## config.mk

```make
export PLATFORM = sky130hd
export DESIGN_NAME = uart_tx_fifo
export DESIGN_NICKNAME = d
export VERILOG_FILES = /design/src/rtl/uart_pkg.sv /design/src/rtl/uart_tx_fifo_mem.sv /design/src/rtl/uart_tx_fifo.sv
export SDC_FILE = /design/constraint.sdc
export NUM_CORES = 1
export LEC_CHECK = 0
export CORE_ASPECT_RATIO = 1.25
export CORE_UTILIZATION = 25
export CTS_BUF_LIST = sky130_fd_sc_hd__clkbuf_16
export DETAILED_ROUTE_END_ITERATION = 10
export PLACE_DENSITY = 0.46
export SLEW_MARGIN = 0
export SYNTH_ARGS = -nofsm -noshare
export SYNTH_HDL_FRONTEND = slang
export SYNTH_HIERARCHICAL = 1
export SYNTH_SLANG_ARGS = --single-unit
```

## constraint.sdc

```tcl
create_clock -name clk -period 4.32 [get_ports clk]
set_clock_uncertainty 0.1 [all_clocks]
set_input_delay 0.648 -clock clk [delete_from_list [all_inputs] [get_ports clk]]
set_output_delay 0.648 -clock clk [all_outputs]
set_load 0.005 [all_outputs]
```

## src/rtl/uart_pkg.sv

```systemverilog
// uart_pkg: shared types and constants for the UART TX byte FIFO slice.
//   BYTE_W            - width of one queued byte
//   DEF_DEPTH_BITS    - default log2 FIFO depth
//   DEF_START_TIMEOUT - default cycles allowed for tx_busy to rise after tx_ena
//   drain_state_e     - 2-bit drain FSM encoding
package uart_pkg;

  localparam int unsigned BYTE_W            = 8;
  localparam int unsigned DEF_DEPTH_BITS    = 4;
  localparam int unsigned DEF_START_TIMEOUT = 16;

  typedef enum logic [1:0] {
    IDLE       = 2'd0,
    ISSUE      = 2'd1,
    WAIT_START = 2'd2,
    WAIT_DONE  = 2'd3
  } drain_state_e;

endpackage

```

## src/rtl/uart_tx_fifo_mem.sv

```systemverilog
// uart_tx_fifo_mem: simple dual-port byte array, synchronous write and
// asynchronous read, contents not reset (maps onto an iCE40 BRAM later).
//   clk     - write clock
//   wr_en   - write strobe
//   wr_addr - write address
//   wr_data - write byte
//   rd_addr - read address
//   rd_data - byte at rd_addr (combinational)
module uart_tx_fifo_mem
  import uart_pkg::*;
#(
  parameter int unsigned DEPTH_BITS = DEF_DEPTH_BITS
) (
  input  logic                  clk,
  input  logic                  wr_en,
  input  logic [DEPTH_BITS-1:0] wr_addr,
  input  logic [BYTE_W-1:0]     wr_data,
  input  logic [DEPTH_BITS-1:0] rd_addr,
  output logic [BYTE_W-1:0]     rd_data
);

  localparam int unsigned DEPTH = 1 << DEPTH_BITS;

  logic [BYTE_W-1:0] mem [DEPTH];

  // Write port
  always_ff @(posedge clk) begin
    if (wr_en) begin
      mem[wr_addr] <= wr_data;
    end
  end

  // Read port
  assign rd_data = mem[rd_addr];

endmodule

```

## src/rtl/uart_tx_fifo.sv

```systemverilog
// uart_tx_fifo: byte FIFO plus drain FSM feeding the UART core one byte at a
// time. Firmware pushes bursts; the FSM pops when the core is not busy,
// pulses tx_ena for one cycle and waits for tx_busy to rise and fall.
// Optional build macro: UART_TX_FIFO_STATS_EN adds high_water / drop_count.
//   clk         - system clock
//   reset       - asynchronous active-high reset
//   wr_en       - push strobe, wr_data - byte to push
//   flush       - discard all queued bytes (in-flight byte still completes)
//   err_clr     - clear sticky flags (a same-cycle set wins)
//   tx_busy     - UART core busy
//   tx_ena      - one-cycle start strobe, tx_data - byte to send
//   full/empty/count - FIFO occupancy
//   idle        - nothing queued, FSM idle and core not busy
//   overflow    - sticky, a push was dropped
//   timeout_err - sticky, tx_busy never rose after tx_ena
//   high_water  - (stats) max count since reset or err_clr
//   drop_count  - (stats) saturating dropped-push count
module uart_tx_fifo
  import uart_pkg::*;
#(
  parameter int unsigned DEPTH_BITS    = DEF_DEPTH_BITS,
  parameter int unsigned START_TIMEOUT = DEF_START_TIMEOUT
) (
  input  logic                  clk,
  input  logic                  reset,
  input  logic                  wr_en,
  input  logic [BYTE_W-1:0]     wr_data,
  input  logic                  flush,
  input  logic                  err_clr,
  input  logic                  tx_busy,
  output logic                  tx_ena,
  output logic [BYTE_W-1:0]     tx_data,
  output logic                  full,
  output logic                  empty,
  output logic [DEPTH_BITS:0]   count,
  output logic                  idle,
  output logic                  overflow,
  output logic                  timeout_err
`ifdef UART_TX_FIFO_STATS_EN
  ,
  output logic [DEPTH_BITS:0]   high_water,
  output logic [15:0]           drop_count
`endif
);

  localparam int unsigned CNT_W   = DEPTH_BITS + 1;
  localparam int unsigned DEPTH   = 1 << DEPTH_BITS;
  localparam int unsigned TO_W    = $clog2(START_TIMEOUT + 1);
  localparam logic [TO_W-1:0] TO_LAST = TO_W'(START_TIMEOUT - 1);

  drain_state_e          state;
  drain_state_e          state_nxt;
  logic [DEPTH_BITS-1:0] wr_ptr;
  logic [DEPTH_BITS-1:0] rd_ptr;
  logic [CNT_W-1:0]      count_nxt;
  logic [TO_W-1:0]       to_cnt;
  logic [TO_W-1:0]       to_cnt_nxt;
  logic [TO_W-1:0]       to_cnt_inc;
  logic [BYTE_W-1:0]     rd_byte;
  logic                  push_c;
  logic                  drop_c;
  logic                  pop_c;
  logic                  to_expire_c;

  // Occupancy decode from the registered count
  assign full  = (count == CNT_W'(DEPTH));
  assign empty = (count == '0);
  assign idle  = empty && (state == IDLE) && !tx_busy;

  // flush swallows a same-cycle write without flagging it as dropped
  assign push_c = wr_en && !full && !flush;
  assign drop_c = wr_en &&  full && !flush;

  assign to_cnt_inc = to_cnt + TO_W'(1);

  uart_tx_fifo_mem #(
    .DEPTH_BITS (DEPTH_BITS)
  ) u_mem (
    .clk     (clk),
    .wr_en   (push_c),
    .wr_addr (wr_ptr),
    .wr_data (wr_data),
    .rd_addr (rd_ptr),
    .rd_data (rd_byte)
  );

  // Drain FSM state register
  always_ff @(posedge clk or posedge reset) begin
    if (reset) begin
      state <= IDLE;
    end else begin
      state <= state_nxt;
    end
  end

  // Drain FSM next state
  always_comb begin
    state_nxt = state;
    case (state)
      IDLE:       if (pop_c) state_nxt = ISSUE;
      ISSUE:      state_nxt = WAIT_START;
      WAIT_START: begin
        if (tx_busy) begin
          state_nxt = WAIT_DONE;
        end else if (to_expire_c) begin
          state_nxt = IDLE;
        end
      end
      WAIT_DONE:  if (!tx_busy) state_nxt = IDLE;
      default:    state_nxt = IDLE;
    endcase
  end

  // Drain FSM outputs: pop strobe and start-timeout bookkeeping
  always_comb begin
    pop_c       = 1'b0;
    to_expire_c = 1'b0;
    to_cnt_nxt  = to_cnt;
    case (state)
      IDLE:  pop_c = !empty && !tx_busy && !flush;
      ISSUE: to_cnt_nxt = '0;
      WAIT_START: begin
        if (tx_busy) begin
          to_cnt_nxt = '0;
        end else begin
          to_cnt_nxt  = to_cnt_inc;
          to_expire_c = (to_cnt_inc == TO_LAST);
        end
      end
      default: ;
    endcase
  end

  // Next occupancy; a simultaneous push and pop cancel out
  always_comb begin
    count_nxt = count;
    if (flush) begin
      count_nxt = '0;
    end else begin
      case ({push_c, pop_c})
        2'b10:   count_nxt = count + CNT_W'(1);
        2'b01:   count_nxt = count - CNT_W'(1);
        default: count_nxt = count;
      endcase
    end
  end

  // Pointers and count
  always_ff @(posedge clk or posedge reset) begin
    if (reset) begin
      wr_ptr <= '0;
      rd_ptr <= '0;
      count  <= '0;
    end else begin
      count <= count_nxt;
      if (flush) begin
        wr_ptr <= '0;
        rd_ptr <= '0;
      end else begin
        if (push_c) wr_ptr <= wr_ptr + DEPTH_BITS'(1);
        if (pop_c)  rd_ptr <= rd_ptr + DEPTH_BITS'(1);
      end
    end
  end

  // UART-side outputs; tx_data holds the loaded byte until the next pop
  always_ff @(posedge clk or posedge reset) begin
    if (reset) begin
      tx_ena  <= 1'b0;
      tx_data <= '0;
      to_cnt  <= '0;
    end else begin
      tx_ena <= (state_nxt == ISSUE);
      to_cnt <= to_cnt_nxt;
      if (pop_c) begin
        tx_data <= rd_byte;
      end
    end
  end

  // Sticky error flags
  always_ff @(posedge clk or posedge reset) begin
    if (reset) begin
      overflow    <= 1'b0;
      timeout_err <= 1'b0;
    end else begin
      if (drop_c) begin
        overflow <= 1'b1;
      end else if (err_clr) begin
        overflow <= 1'b0;
      end
      if (to_expire_c) begin
        timeout_err <= 1'b1;
      end else if (err_clr) begin
        timeout_err <= 1'b0;
      end
    end
  end

`ifdef UART_TX_FIFO_STATS_EN
  // Occupancy high-water mark and saturating drop counter
  always_ff @(posedge clk or posedge reset) begin
    if (reset) begin
      high_water <= '0;
      drop_count <= '0;
    end else begin
      if (err_clr) begin
        high_water <= count_nxt;
      end else if (count_nxt > high_water) begin
        high_water <= count_nxt;
      end
      if (drop_c) begin
        if (err_clr) begin
          drop_count <= 16'd1;
        end else if (drop_count != 16'hFFFF) begin
          drop_count <= drop_count + 16'd1;
        end
      end else if (err_clr) begin
        drop_count <= '0;
      end
    end
  end
`endif

endmodule

```

==> results.py, run 1 <==
metrics = {
    "global_route": {
        "grt_pass1_wl_um": 22100,
        "antenna_found_initial": 0,
        "grt_max_degree": 36,
        "grt_pass1_vias": 3832,
        "grt_overflow": 0,
        "track_usage_pct": 11.1,
    },
    "clock_tree": {
        "cts_root_buffer": "clkbuf_16",
        "cts_tree": "yes",
        "clock_tree.htree_level_count": 4,
        "cts_setup_buffers": 0,
        "postCtsHoldBufs": 0,
        "cts.sinks": 159,
        "clk_pin_slew_ns": 0.07,
        "worstSkewPairLatency_ns": 0.42,
        "cts_resized": 0,
        "numCtsBuffers": 17,
        "clockBufferDepth": 2,
    },
    "yosys": {
        "postSynthCellCount": 390,
        "synth_top_family_by_area": "multiplexers",
        "synth_fp_nets": 417,
        "yosysMostFrequentCell": "edfxtp_1",
        "yosys_warnings": 6,
        "synth_cell_types": 49,
        "yosysSeqAreaShare_pct": 68.3,
        "synth_compound_area_share_pct": 5.20,
        "synthTopCellsByArea": "edfxtp_1 (57%), dfrtp_1 (11%), mux4_2 (6.0%)",
        "ys_ff_latch": 159,
        "avgSynthCellArea_um2": 17.3,
        "synth_fa_ha_area_share_pct": 2.52,
        "synthSimpleGateAreaFrac_pct": 6.47,
        "synth_top_flop_cell": "edfxtp_1",
        "syn-cell-area_um2": 6770,
        "async_reset_ff_share_pct": 19.5,
        "synth_top_area_share_pct": 56.8,
        "muxShareOfSynthArea_pct": 14.2,
        "synth-edff-count": 128,
        "synth_area_leader_cell": "edfxtp_1",
        "synth_commonest_cells": "edfxtp_1 (128), dfrtp_1 (31), nor2_1 (29)",
        "synthXorXnorAreaFrac_pct": 1.17,
    },
    "cells_and_area": {
        "num-fill-cells": 2560,
        "nets": 470,
        "drive_above_1_share_pct": 18.0,
        "multi_input_area_um2": 2000,
        "syn_to_final_growth_pct": 19.6,
        "register_area_um2": 4620,
        "antennaDiodeCount": 0,
    },
    "setup_path": {
        "path_cells": "nor4_2 -> a21boi_1 -> or3_1 -> fa_1 -> nand2b_1 -> a21oi_1 -> mux2_2 -> mux2i_1 -> a21oi_1",
        "cp-start-kind": "flop",
        "critPathTopFamily": "simple AND/OR/NAND/NOR gates",
        "crit_top_cell": "a21oi_1",
        "path_buf_inv": 0,
        "worstRegToRegCells": 9,
        "critical_path_arrival_ns": 3.60,
        "ff2ff_setup_slack_ns": 0.90,
        "path_class": "flop to flop",
        "slowest_stage": "nor4_2",
        "path_max_fanout": 6,
        "cp_data_required_time_ns": 4.50,
        "r2r_start": "count[0]",
        "worst_setup_path_end_kind": "flop",
        "r2r-end": "count[4]",
        "cp_slowest_stage_delay_ns": 0.57,
    },
    "floorplanning": {
        "num_rows": 66,
        "start_util_pct": 25.7,
        "coreArea_um2": 26300,
        "die_y_um": 186,
        "die_x_um": 149,
        "ios": 33,
        "die-area_um2": 27700,
    },
    "min_path": {
        "hold_path_end": "to_cnt[4]",
        "worstHoldStart": "to_cnt[4]",
        "hold_path_class": "flop to flop",
        "hold_depth": 1,
    },
    "sta": {
        "setup_ws_ns": 0.904,
        "rsz0062_at_grt": "false",
        "fin_setup_tns_ns": 0,
        "fin_crit_ns": 3.42,
        "finalMaxSlewViolations": 0,
        "worst_pin_slew_ns": 0.896,
        "fmax_mhz": 293,
        "setup_viol": 0,
        "finalHoldViolations": 0,
        "slew_headroom_pct": 40.3,
        "period_share_pct": 79.1,
        "hold_ws_ns": 0.388,
    },
    "pwr": {
        "ir_drop_v": 0.000263,
        "p_leak_nw": 2.78,
        "power_mw": 4.14,
        "power_density_nw_per_um2": 512,
    },
    "run": {
        "cap_violations": 0,
    },
    "drt": {
        "drc_errors": 0,
        "first_pass_iters": 5,
        "drt_iter0_drc": 235,
        "wirelength_um": 14200,
        "drtAntennaViolNets": 0,
        "wl_per_cell_um": 17.8,
        "vias_per_cell": 4.50,
        "vias": 3579,
    },
    "outcome": {
        "status": "completed",
    },
    "placement": {
        "portBuffers": 32,
        "place_congestion": 0.755,
        "pre_cts_ws_ns": 0.650,
        "post-dp-hpwl_um": 9440,
    },
}
-- cells by family (layout without fill, tap and decap cells) --
group	count (synthesis)	count (layout)
fa+ha+maj	13	13
buf+inv	24	90
xor+xnor	9	9
flops	159	159
compound gates	48	48
mux	47	47
simple gates	90	90
-- through the flow --
step                      cells  area (µm²)  utilization, %
after global routing        796        8090            30.7
after global placement      764        7520            28.5
after CTS                   796        8090            30.7
after detailed placement    764        7520            28.5
final                       796        8090            30.7
after floorplan             390        6770               -
-- where the power goes --
group | switching [mW] | internal [mW]
Sequential | 0.134 | 1.74
Combinational | 0.356 | 0.472
Clock | 0.670 | 0.768
-- layout make-up --
cell class | instances | area share (%)
Clock inverter | 15 | 1.86
Inverter | 12 | 0.557
Multi-Input combinational cell | 207 | 24.7
Timing Repair Buffer | 46 | 5.26
Clock buffer | 17 | 5.26
Tap cell | 340 | 5.26
Sequential cell | 159 | 57.1
-- state kept, by name (all words and copies together), names as in the netlist --
signal       flops
u_mem/mem      128
tx_data          8
count            5
to_cnt           5
rd_ptr           4
wr_ptr           4
state            2
overflow         1
timeout_err      1
tx_ena           1
-- layer usage --
metal | up-vias | share of wire, % | wire (µm) | global-route usage [%]
li1 | 1645 | - | - | -
met1 | 1848 | 43 | 6120 | 13.0
met2 | 70 | 52 | 7360 | 19.5
met3 | 16 | 3.8 | 536 | 2.38
met4 | 0 | 1.3 | 191 | 4.29
met5 | - | 0 | 0 | 0
-- cells in the final DEF, fill, tap and decap left out, types with 4 or more instances in the layout --
cell type	Yosys	routed
edfxtp_1	128	128
clkdlybuf4s50_1	0	32
nor2_1	29	29
dfrtp_1	31	29
nand2_1	23	23
mux4_2	18	18
a22oi_1	17	17
clkbuf_16	0	17
buf_4	1	14
mux4_1	14	14
inv_1	12	13
ha_1	12	12
nand2b_1	9	9
a21oi_1	8	8
nor3_1	7	7
mux2_4	7	7
mux2i_1	6	6
nand3_1	6	6
xnor2_1	5	5
o21ai_0	5	5
inv_8	0	5
xor2_1	4	4
-- worst reg2reg max path, stage by stage (launching register included) --
cell and delay (ns):
dfrtp_1 0.45, nor4_2 0.57, a21boi_1 0.28, or3_1 0.41, fa_1 0.42, nand2b_1 0.17, a21oi_1 0.30, mux2_2 0.38
mux2i_1 0.13, a21oi_1 0.08
-- worst max-delay path by stage --
| stage | from | endpoint | cells after the start |
|---|---|---|---|
| 2_1_floorplan | count[0] | count[4] | 9 |
| 3_3_place_gp | tx_busy | count[4] | 10 |
| 3_5_place_dp | tx_busy | count[4] | 10 |
| 4_1_cts | count[0] | count[4] | 9 |
| 5_1_grt | count[0] | count[4] | 9 |
| 6_report | count[0] | count[4] | 9 |
Note: power is estimated with default switching activity, not from simulation.
==> run 2: changes to the inputs <==
PLACE_DENSITY = 0.47   (was 0.46)
clock period = 2.7 ns   (was 4.32 ns; I/O delays follow)
==> results.py, run 2 (same netlist as run 1, synthesis figures left out) <==
metrics = {
    "setup_path": {
        "r2r_start": "state[0]",
        "worstRegToRegCells": 11,
        "worst_setup_path_end_kind": "flop",
        "path_max_fanout": 2,
        "startpoint": "state[0]",
        "path_class": "flop to flop",
        "cp_data_required_time_ns": 2.90,
        "ff2ff_setup_slack_ns": 0.10,
        "r2r-end": "count[4]",
        "critical_path_arrival_ns": 2.79,
        "cp-start-kind": "flop",
    },
    "sta": {
        "setup_viol": 0,
        "fmax_mhz": 385,
        "worst_pin_slew_ns": 0.678,
        "hold_ws_ns": 0.270,
        "finalHoldViolations": 0,
        "period_share_pct": 96.1,
        "setup_ws_ns": 0.104,
        "slew_headroom_pct": 54.7,
        "rsz0062_at_grt": "true",
        "finalMaxSlewViolations": 0,
        "fin_crit_ns": 2.60,
    },
    "global_route": {
        "grt_pass1_vias": 4011,
        "grt_overflow": 0,
        "grt_max_degree": 36,
        "antenna_found_initial": 0,
        "track_usage_pct": 10.9,
        "grt_pass1_wl_um": 22400,
    },
    "floorplanning": {
        "num_rows": 66,
        "die-area_um2": 27700,
        "start_util_pct": 25.7,
        "coreArea_um2": 26300,
        "die_x_um": 149,
        "ios": 33,
        "die_y_um": 186,
    },
    "cells_and_area": {
        "syn_to_final_growth_pct": 25.3,
        "multi_input_area_um2": 2080,
        "drive_above_1_share_pct": 26.8,
        "stdcell_count": 833,
        "antennaDiodeCount": 0,
        "post-route-util_pct": 32.2,
        "reg_top3": "u_mem/mem: 128 flops, tx_data: 8 flops",
        "final_common_cell": "edfxtp_1",
        "regMostFlops": "u_mem/mem",
        "mostFrequentLayoutCells": "edfxtp_1 (128), buf_4 (50), clkdlybuf4s50_1 (30)",
        "largest_reg_flops": 128,
        "num-fill-cells": 2521,
        "nets": 509,
        "register_area_um2": 4620,
    },
    "pwr": {
        "p_int_mw": 5.06,
        "combPwrFrac_pct": 24.5,
        "power_density_nw_per_um2": 805,
        "ir_drop_v": 0.000404,
        "p_leak_nw": 2.99,
        "netSwitchingPower_mw": 1.75,
        "clkPwrFrac_pct": 33.0,
        "p_seq_share_pct": 42.5,
        "switching_share_pct": 25.7,
    },
    "clock_tree": {
        "postCtsHoldBufs": 0,
        "cts_root_buffer": "clkbuf_16",
        "numCtsBuffers": 17,
        "cts.sinks": 159,
        "clockBufferDepth": 2,
        "clock_tree.htree_level_count": 4,
        "worstSkewPairLatency_ns": 0.42,
        "clk_pin_slew_ns": 0.07,
        "cts_tree": "yes",
    },
    "drt": {
        "wirelength_um": 14000,
        "drt_iter0_drc": 248,
        "vias_per_cell": 4.46,
        "drtAntennaViolNets": 0,
        "drc_errors": 0,
        "wl_per_cell_um": 16.8,
        "first_pass_iters": 5,
        "vias": 3713,
    },
    "run": {
        "cap_violations": 0,
    },
    "placement": {
        "place_congestion": 0.763,
        "post-dp-hpwl_um": 9840,
        "pre_cts_ws_ns": -0.257,
        "placed_cells": 798,
        "portBuffers": 32,
    },
    "min_path": {
        "hold_path_class": "primary input to asynchronous set/reset pin",
    },
    "outcome": {
        "status": "completed",
    },
}
[run 2: cell count changes in the layout (fill, tap and decap cells not counted), sizes merged]
| cell | previous run | this run |
|---|---|---|
| buf | 14 | 53 |
| inv | 21 | 14 |
| bufinv | 0 | 2 |
| clkdlybuf4s50 | 32 | 30 |
| clkinv | 3 | 5 |
| clkinvlp | 3 | 4 |
| dlygate4sd2 | 0 | 1 |
| dlymetal6s2s | 0 | 1 |
[run 2: worst max-delay path by stage]
| stage | slack, ns | to |
|---|---|---|
| floorplan | -0.09 | count[4] |
| global placement | -0.21 | count[4] |
| detailed placement | -0.26 | count[4] |
| CTS | 0.0002 | empty |
| global route | -0.04 | count[4] |
| finish | 0.10 | count[4] |
[run 2: power by group through the flow]
stage               clock network, mW  registers (mW)  logic, mW
floorplan                           0            2.96      0.980
global route                     2.41            2.92       1.82
finish                           2.25            2.90       1.67
detailed placement                  0            2.95       1.65
global placement                    0            2.94       1.62
CTS                              2.33            2.90       1.70
[run 2: metrics by stage]
step / power (mW) / instance area [µm²] / TNS (ns)
CTS: 6.93 / 8470 / 0
detailed placement: 4.60 / 7850 / -2.49
floorplan: 3.94 / 6820 / -0.0884
global route: 7.15 / 8480 / -0.0427
finish: 6.82 / 8480 / 0
global placement: 4.56 / 7850 / -3.27
[run 2: per-layer routing]
metal / vias up / track usage, % / share of wire (%)
met4: 0 / 4.00 / 1.5
met5: - / 0 / 0
met3: 15 / 2.50 / 2.9
li1: 1714 / - / -
met1: 1924 / 12.3 / 41
met2: 60 / 19.9 / 54
[run 2: worst max-delay path, stage by stage, from the launching register on]
cell,delay (ns)
dfrtp_1,0.38
inv_1,0.07
ha_1,0.16
nor2b_4,0.16
o21ai_2,0.07
or3_4,0.38
fa_2,0.35
nand2b_4,0.15
a21oi_4,0.13
mux2_4,0.31
mux2i_1,0.14
a21oi_1,0.08
[run 2: area by class of cell]
class | count | area share (%)
Tap cell | 340 | 5.02
Sequential cell | 159 | 54.5
Clock inverter | 13 | 1.48
Clock buffer | 17 | 5.02
Multi-Input combinational cell | 207 | 24.6
Timing Repair Buffer | 85 | 8.83
Inverter | 12 | 0.531
[run 2: repair_timing]
item	4_1_cts	5_1_grt
setup endpoints to repair	3	12
setup buffers	5	0
cloned	0	0
pin swaps	8	1
gates resized for setup	6	5
